`config.mk`:
```
export PLATFORM = sky130hd
export DESIGN_NAME = frame_stack_ctrl
export DESIGN_NICKNAME = d
export VERILOG_FILES = /design/src/rtl/frame_stack_ctrl.sv
export SDC_FILE = /design/constraint.sdc
export NUM_CORES = 1
export LEC_CHECK = 0
export CAP_MARGIN = 40
export CELL_PAD_IN_SITES_DETAIL_PLACEMENT = 1
export CELL_PAD_IN_SITES_GLOBAL_PLACEMENT = 2
export CORE_MARGIN = 4
export CORE_UTILIZATION = 35
export CTS_BUF_LIST = sky130_fd_sc_hd__clkbuf_8
export CTS_CLUSTER_DIAMETER = 150
export DETAILED_ROUTE_END_ITERATION = 8
export PLACE_DENSITY_LB_ADDON = 0.1
export SLEW_MARGIN = 20
export SYNTH_ARGS = -nofsm -noshare
export SYNTH_HDL_FRONTEND = slang
export SYNTH_SLANG_ARGS = --single-unit
```
`constraint.sdc`:
```
create_clock -name clk -period 11.2 [get_ports clk]
set_input_delay 1.68 -clock clk [delete_from_list [all_inputs] [get_ports clk]]
set_output_delay 1.68 -clock clk [all_outputs]
set_load 0.01 [all_outputs]
```
`src/rtl/frame_stack_ctrl.sv`:
```
// Call-frame save/restore engine: spills a 15-word register snapshot to data
// memory on push and reloads the most recent frame into the register file on pop.
module frame_stack_ctrl #(
    parameter int          WORD       = 16,
    parameter int          NREGS      = 15,
    parameter logic [15:0] BASE_ADDR  = 16'h8000,
    parameter int          MAX_FRAMES = 8,
    parameter int          DW         = 4
) (
    input  logic                  clk,
    input  logic                  reset,
    input  logic                  push,
    input  logic                  pop,
    input  logic [WORD*NREGS-1:0] fcOut,
    output logic [WORD*NREGS-1:0] fcIn,
    output logic                  restore,
    output logic                  busy,
    output logic                  overflow,
    output logic                  underflow,
    output logic [DW-1:0]         depth,
    output logic [15:0]           mem_addr,
    output logic [WORD-1:0]       mem_wdata,
    output logic                  mem_we,
    output logic                  mem_re,
    input  logic [WORD-1:0]       mem_rdata,
    input  logic                  mem_ready
);

    typedef enum logic [1:0] {IDLE, SAVE, LOAD, RESTORE} state_t;

    localparam logic [3:0]    LAST_IDX = 4'(NREGS - 1);
    localparam logic [DW-1:0] FULL     = DW'(MAX_FRAMES);

    state_t          state_reg, state_next;
    logic [3:0]      idx_reg, idx_next;
    logic [DW-1:0]   depth_reg, depth_next;
    logic [WORD-1:0] shadow_reg [NREGS];
    logic [WORD-1:0] fcin_reg   [NREGS];
    logic            overflow_reg, overflow_next;
    logic            underflow_reg, underflow_next;
    logic            capture;
    logic            load_word;
    logic            last_word;
    logic [15:0]     frame_num;

    assign last_word = (idx_reg == LAST_IDX);
    assign load_word = (state_reg == LOAD) && mem_ready;

    always_comb begin
        state_next     = state_reg;
        idx_next       = idx_reg;
        depth_next     = depth_reg;
        overflow_next  = 1'b0;
        underflow_next = 1'b0;
        capture        = 1'b0;
        restore        = 1'b0;
        mem_we         = 1'b0;
        mem_re         = 1'b0;
        mem_addr       = 16'h0000;
        mem_wdata      = '0;
        frame_num      = 16'(depth_reg);
        case (state_reg)
            IDLE: begin
                // push has priority; a pop arriving with it is dropped
                if (push) begin
                    if (depth_reg == FULL) begin
                        overflow_next = 1'b1;
                    end else begin
                        capture    = 1'b1;
                        idx_next   = 4'd0;
                        state_next = SAVE;
                    end
                end else if (pop) begin
                    if (depth_reg == '0) begin
                        underflow_next = 1'b1;
                    end else begin
                        idx_next   = 4'd0;
                        state_next = LOAD;
                    end
                end
            end
            SAVE: begin
                mem_we    = 1'b1;
                mem_addr  = BASE_ADDR + frame_num * 16'(NREGS) + 16'(idx_reg);
                mem_wdata = shadow_reg[idx_reg];
                if (mem_ready) begin
                    idx_next = idx_reg + 4'd1;
                    if (last_word) begin
                        depth_next = depth_reg + 1'b1;
                        state_next = IDLE;
                    end
                end
            end
            LOAD: begin
                // top of stack lives one frame below the current depth
                frame_num = 16'(depth_reg) - 16'd1;
                mem_re    = 1'b1;
                mem_addr  = BASE_ADDR + frame_num * 16'(NREGS) + 16'(idx_reg);
                if (mem_ready) begin
                    idx_next = idx_reg + 4'd1;
                    if (last_word) begin
                        depth_next = depth_reg - 1'b1;
                        state_next = RESTORE;
                    end
                end
            end
            RESTORE: begin
                restore    = 1'b1;
                state_next = IDLE;
            end
            default: state_next = IDLE;
        endcase
    end

    always_ff @(posedge clk) begin
        if (reset) begin
            state_reg     <= IDLE;
            idx_reg       <= 4'd0;
            depth_reg     <= '0;
            overflow_reg  <= 1'b0;
            underflow_reg <= 1'b0;
        end else begin
            state_reg     <= state_next;
            idx_reg       <= idx_next;
            depth_reg     <= depth_next;
            overflow_reg  <= overflow_next;
            underflow_reg <= underflow_next;
        end
    end

    always_ff @(posedge clk) begin
        for (int i = 0; i < NREGS; i++) begin
            if (reset) begin
                shadow_reg[i] <= '0;
                fcin_reg[i]   <= '0;
            end else begin
                if (capture) begin
                    shadow_reg[i] <= fcOut[i*WORD +: WORD];
                end
                if (load_word && (idx_reg == 4'(i))) begin
                    fcin_reg[i] <= mem_rdata;
                end
            end
        end
    end

    generate
        for (genvar gi = 0; gi < NREGS; gi++) begin : g_fcin
            assign fcIn[gi*WORD +: WORD] = fcin_reg[gi];
        end
    endgenerate

    assign busy      = (state_reg != IDLE);
    assign depth     = depth_reg;
    assign overflow  = overflow_reg;
    assign underflow = underflow_reg;

endmodule

```
==> results.py <==
metrics = {
    "setup_path": {
        "max_stage_delay_ps": 560,
        "startpoint_type": "register",
        "cp.buffers_inverters": 4,
        "path_cells": "inv_1, ha_1, xor2_1, ha_1, inv_1, fa_1, fa_1, inv_1, ha_1, o21ai_0, nor2_1, nor2_1, nand3_1, o311ai_0, o211a_1, clkdlybuf4s50_1",
        "crit_family": "adder cells",
        "crit_arrival_ps": 6110,
        "critPathKind": "register to output pin",
        "slowest_stage": "o311ai_0",
        "required_ps": 9520,
        "cp-end-kind": "output pin",
        "cp_max_fo": 8,
    },
    "die": {
        "start_util_pct": 35.3,
        "die_w_um": 260,
        "num_rows": 92,
        "die_area_um2": 67700,
        "io_pins": 543,
        "core_um2": 63100,
        "die_y_um": 260,
    },
    "yosys": {
        "post-synth-top-count-cell": "and2_1",
        "synthCells": 1502,
        "synthArstFlopShare_pct": 0,
        "dominantRegCellSynth": "edfxtp_1",
        "ys_types": 53,
        "syn_nets": 1825,
        "synth_top_cell_by_area": "edfxtp_1",
        "synth.top_cell.area_share_pct": 64.7,
        "ys_ff_latch": 496,
        "ys_seq_area_share_pct": 66.2,
        "syn_area_um2": 22300,
        "avgSynthCellArea_um2": 14.8,
        "synth_edf_count": 480,
        "synthTopCellsByCount": "502 x and2_1, 480 x edfxtp_1, 77 x clkbuf_1",
        "yosys_warnings": 0,
        "synthTopCellsByArea": "edfxtp_1 65%, and2_1 14%, mux4_2 6.5%, ha_1 2.7%, dfxtp_1 1.4%",
    },
    "sta": {
        "tns_ps": 0,
        "drv_slew": 0,
        "hold_viol": 0,
        "period_share_pct": 69.5,
        "finClkSkew_ps": 26.3,
        "tightest_slew_ps": 974,
        "max_freq_mhz": 128,
        "whs_ps": 508,
        "fin_crit_ps": 7790,
        "slew_headroom_pct": 35.1,
        "fin_ws_ps": 3410,
        "rsz0062_at_grt": "no",
        "setup_viol": 0,
    },
    "placement": {
        "numPortBuffers": 542,
        "dp_hpwl_mm": 53.4,
        "dpl_worst_slack_ps": 3960,
        "place.gp.congestion": 0.771,
    },
    "routing": {
        "drc": 0,
        "drt_pass1_iterations": 5,
        "ant_nets": 0,
        "drt_iter0_drc": 916,
        "vias": 14200,
        "viasPerCell": 4.70,
        "avgRoutedWirePerCell_um": 23.5,
        "routed_wl_mm": 70.9,
    },
    "clock_tree": {
        "postCtsResizedCells": 0,
        "clk_path_buf_depth": 3,
        "insertion_delay_ps": 670,
        "cts_max_level": 3,
        "cts.clk_slew.worst_paths_ps": 50,
        "cts_sinks": 496,
        "cts_buffers": 88,
        "cts_tree": "built",
        "post_cts_buffers": 0,
        "root_buffer": "clkbuf_8",
        "hold_buffers": 0,
    },
    "run_status": {
        "status": "complete, no violations",
    },
    "grt": {
        "grt_start_max_net_pins": 241,
        "grt_pass1_wl_mm": 102,
        "antenna_found_initial": 16,
        "grt_usage_pct": 20.6,
        "first_global_vias": 15400,
        "grt_overflow": 0,
    },
    "power": {
        "power_frac_clock_pct": 31.6,
        "ir_drop_mv": 0.0827,
        "total_power_uw": 4870,
        "p_leak_uw": 0.0115,
        "p_int_uw": 3560,
        "powerDensity_nw_per_um2": 159,
        "power.net_switching_uw": 1310,
        "pwr-share-comb_pct": 18.4,
        "swShare_pct": 26.9,
        "power_frac_seq_pct": 50.0,
    },
    "layout": {
        "area_growth_syn_to_layout_pct": 37.7,
        "fin_util_pct": 48.6,
        "fillCellCount": 6371,
        "drive_gt1_share_pct": 11.6,
        "multi_input_area_um2": 7090,
        "nets": 2419,
        "regArea_um2": 14700,
    },
    "worst_hold_path": {
        "hp-class": "register to register",
    },
    "flow_run": {
        "maxCapViolCount": 0,
    },
}
==> cells in the final DEF (no fill, tap or decap), drive strengths merged, types with 29 or more instances in the layout <==
| master | Yosys | final |
|---|---|---|
| nor2 | 30 | 30 |
| buf | 10 | 49 |
| mux4 | 64 | 64 |
| inv | 42 | 70 |
| ha | 48 | 48 |
| nand2 | 36 | 36 |
| clkdlybuf4s50 | 0 | 542 |
| o21ai | 29 | 29 |
| edfxtp | 480 | 480 |
| and2 | 502 | 502 |
| clkbuf | 77 | 93 |
| clkinv | 1 | 35 |
==> path summary, 6_finish.rpt <==
path | startpoint | endpoint | cells past startpoint | slack (ps)
setup / recovery | depth[0] | mem_addr[15] | 16 | 3410
hold / removal | state_reg[1] | state_reg[1] | 2 | 510
setup reg to reg | depth[2] | shadow_reg[4][11] | 8 | 7910
hold reg to reg | state_reg[1] | state_reg[1] | 2 | 510
==> logic make-up (layout without fill, tap and decap cells) <==
family,count (synthesis),count (layout),share of synthesized area [%]
fa+ha+maj,62,62,3.95
mux,85,85,7.42
other cells,0,11,0
buf+inv,130,791,2.25
compound gates,92,92,2.82
xor+xnor,26,26,1.06
flops,496,496,66.2
simple gates,611,611,16.3
==> cell type report <==
class                           count  area share (%)
Inverter                           43           0.530
Antenna cell                       11          0.0897
Clock buffer                       93            4.17
Tap cell                          846            3.45
Timing Repair Buffer              591            19.6
Clock inverter                     64            1.01
Multi-Input combinational cell    876            23.1
Sequential cell                   496            48.1
==> layer usage <==
layer / wire length, µm / up-vias / share of wire (%) / GRT usage, %
met5: 79 / - / 0.11 / 0
met4: 2040 / 12 / 2.9 / 6.43
met3: 4640 / 122 / 6.5 / 5.65
met2: 37500 / 461 / 53 / 37.5
met1: 26600 / 7025 / 38 / 23.4
li1: - / 6569 / - / -
==> tightest hold or removal path: stages, from the launching register on <==
cell and delay (ps):
dfxtp_1 340, nand2_1 70, a21oi_1 50
==> per-stage QoR <==
stage,std cells,area [µm²]
floorplan,1502,22300
global placement,2817,28600
detailed placement,2844,28900
CTS,3001,30500
global route,3015,30700
finish,3020,30700
==> power groups by stage <==
stage	Clock [µW]	Combinational, µW	Sequential, µW
after floorplan	0	457	2500
after global placement	0	886	2470
after detailed placement	0	911	2480
after CTS	1600	913	2440
after global routing	1680	973	2460
final	1540	898	2440
Power figures use the tool's default switching activity.
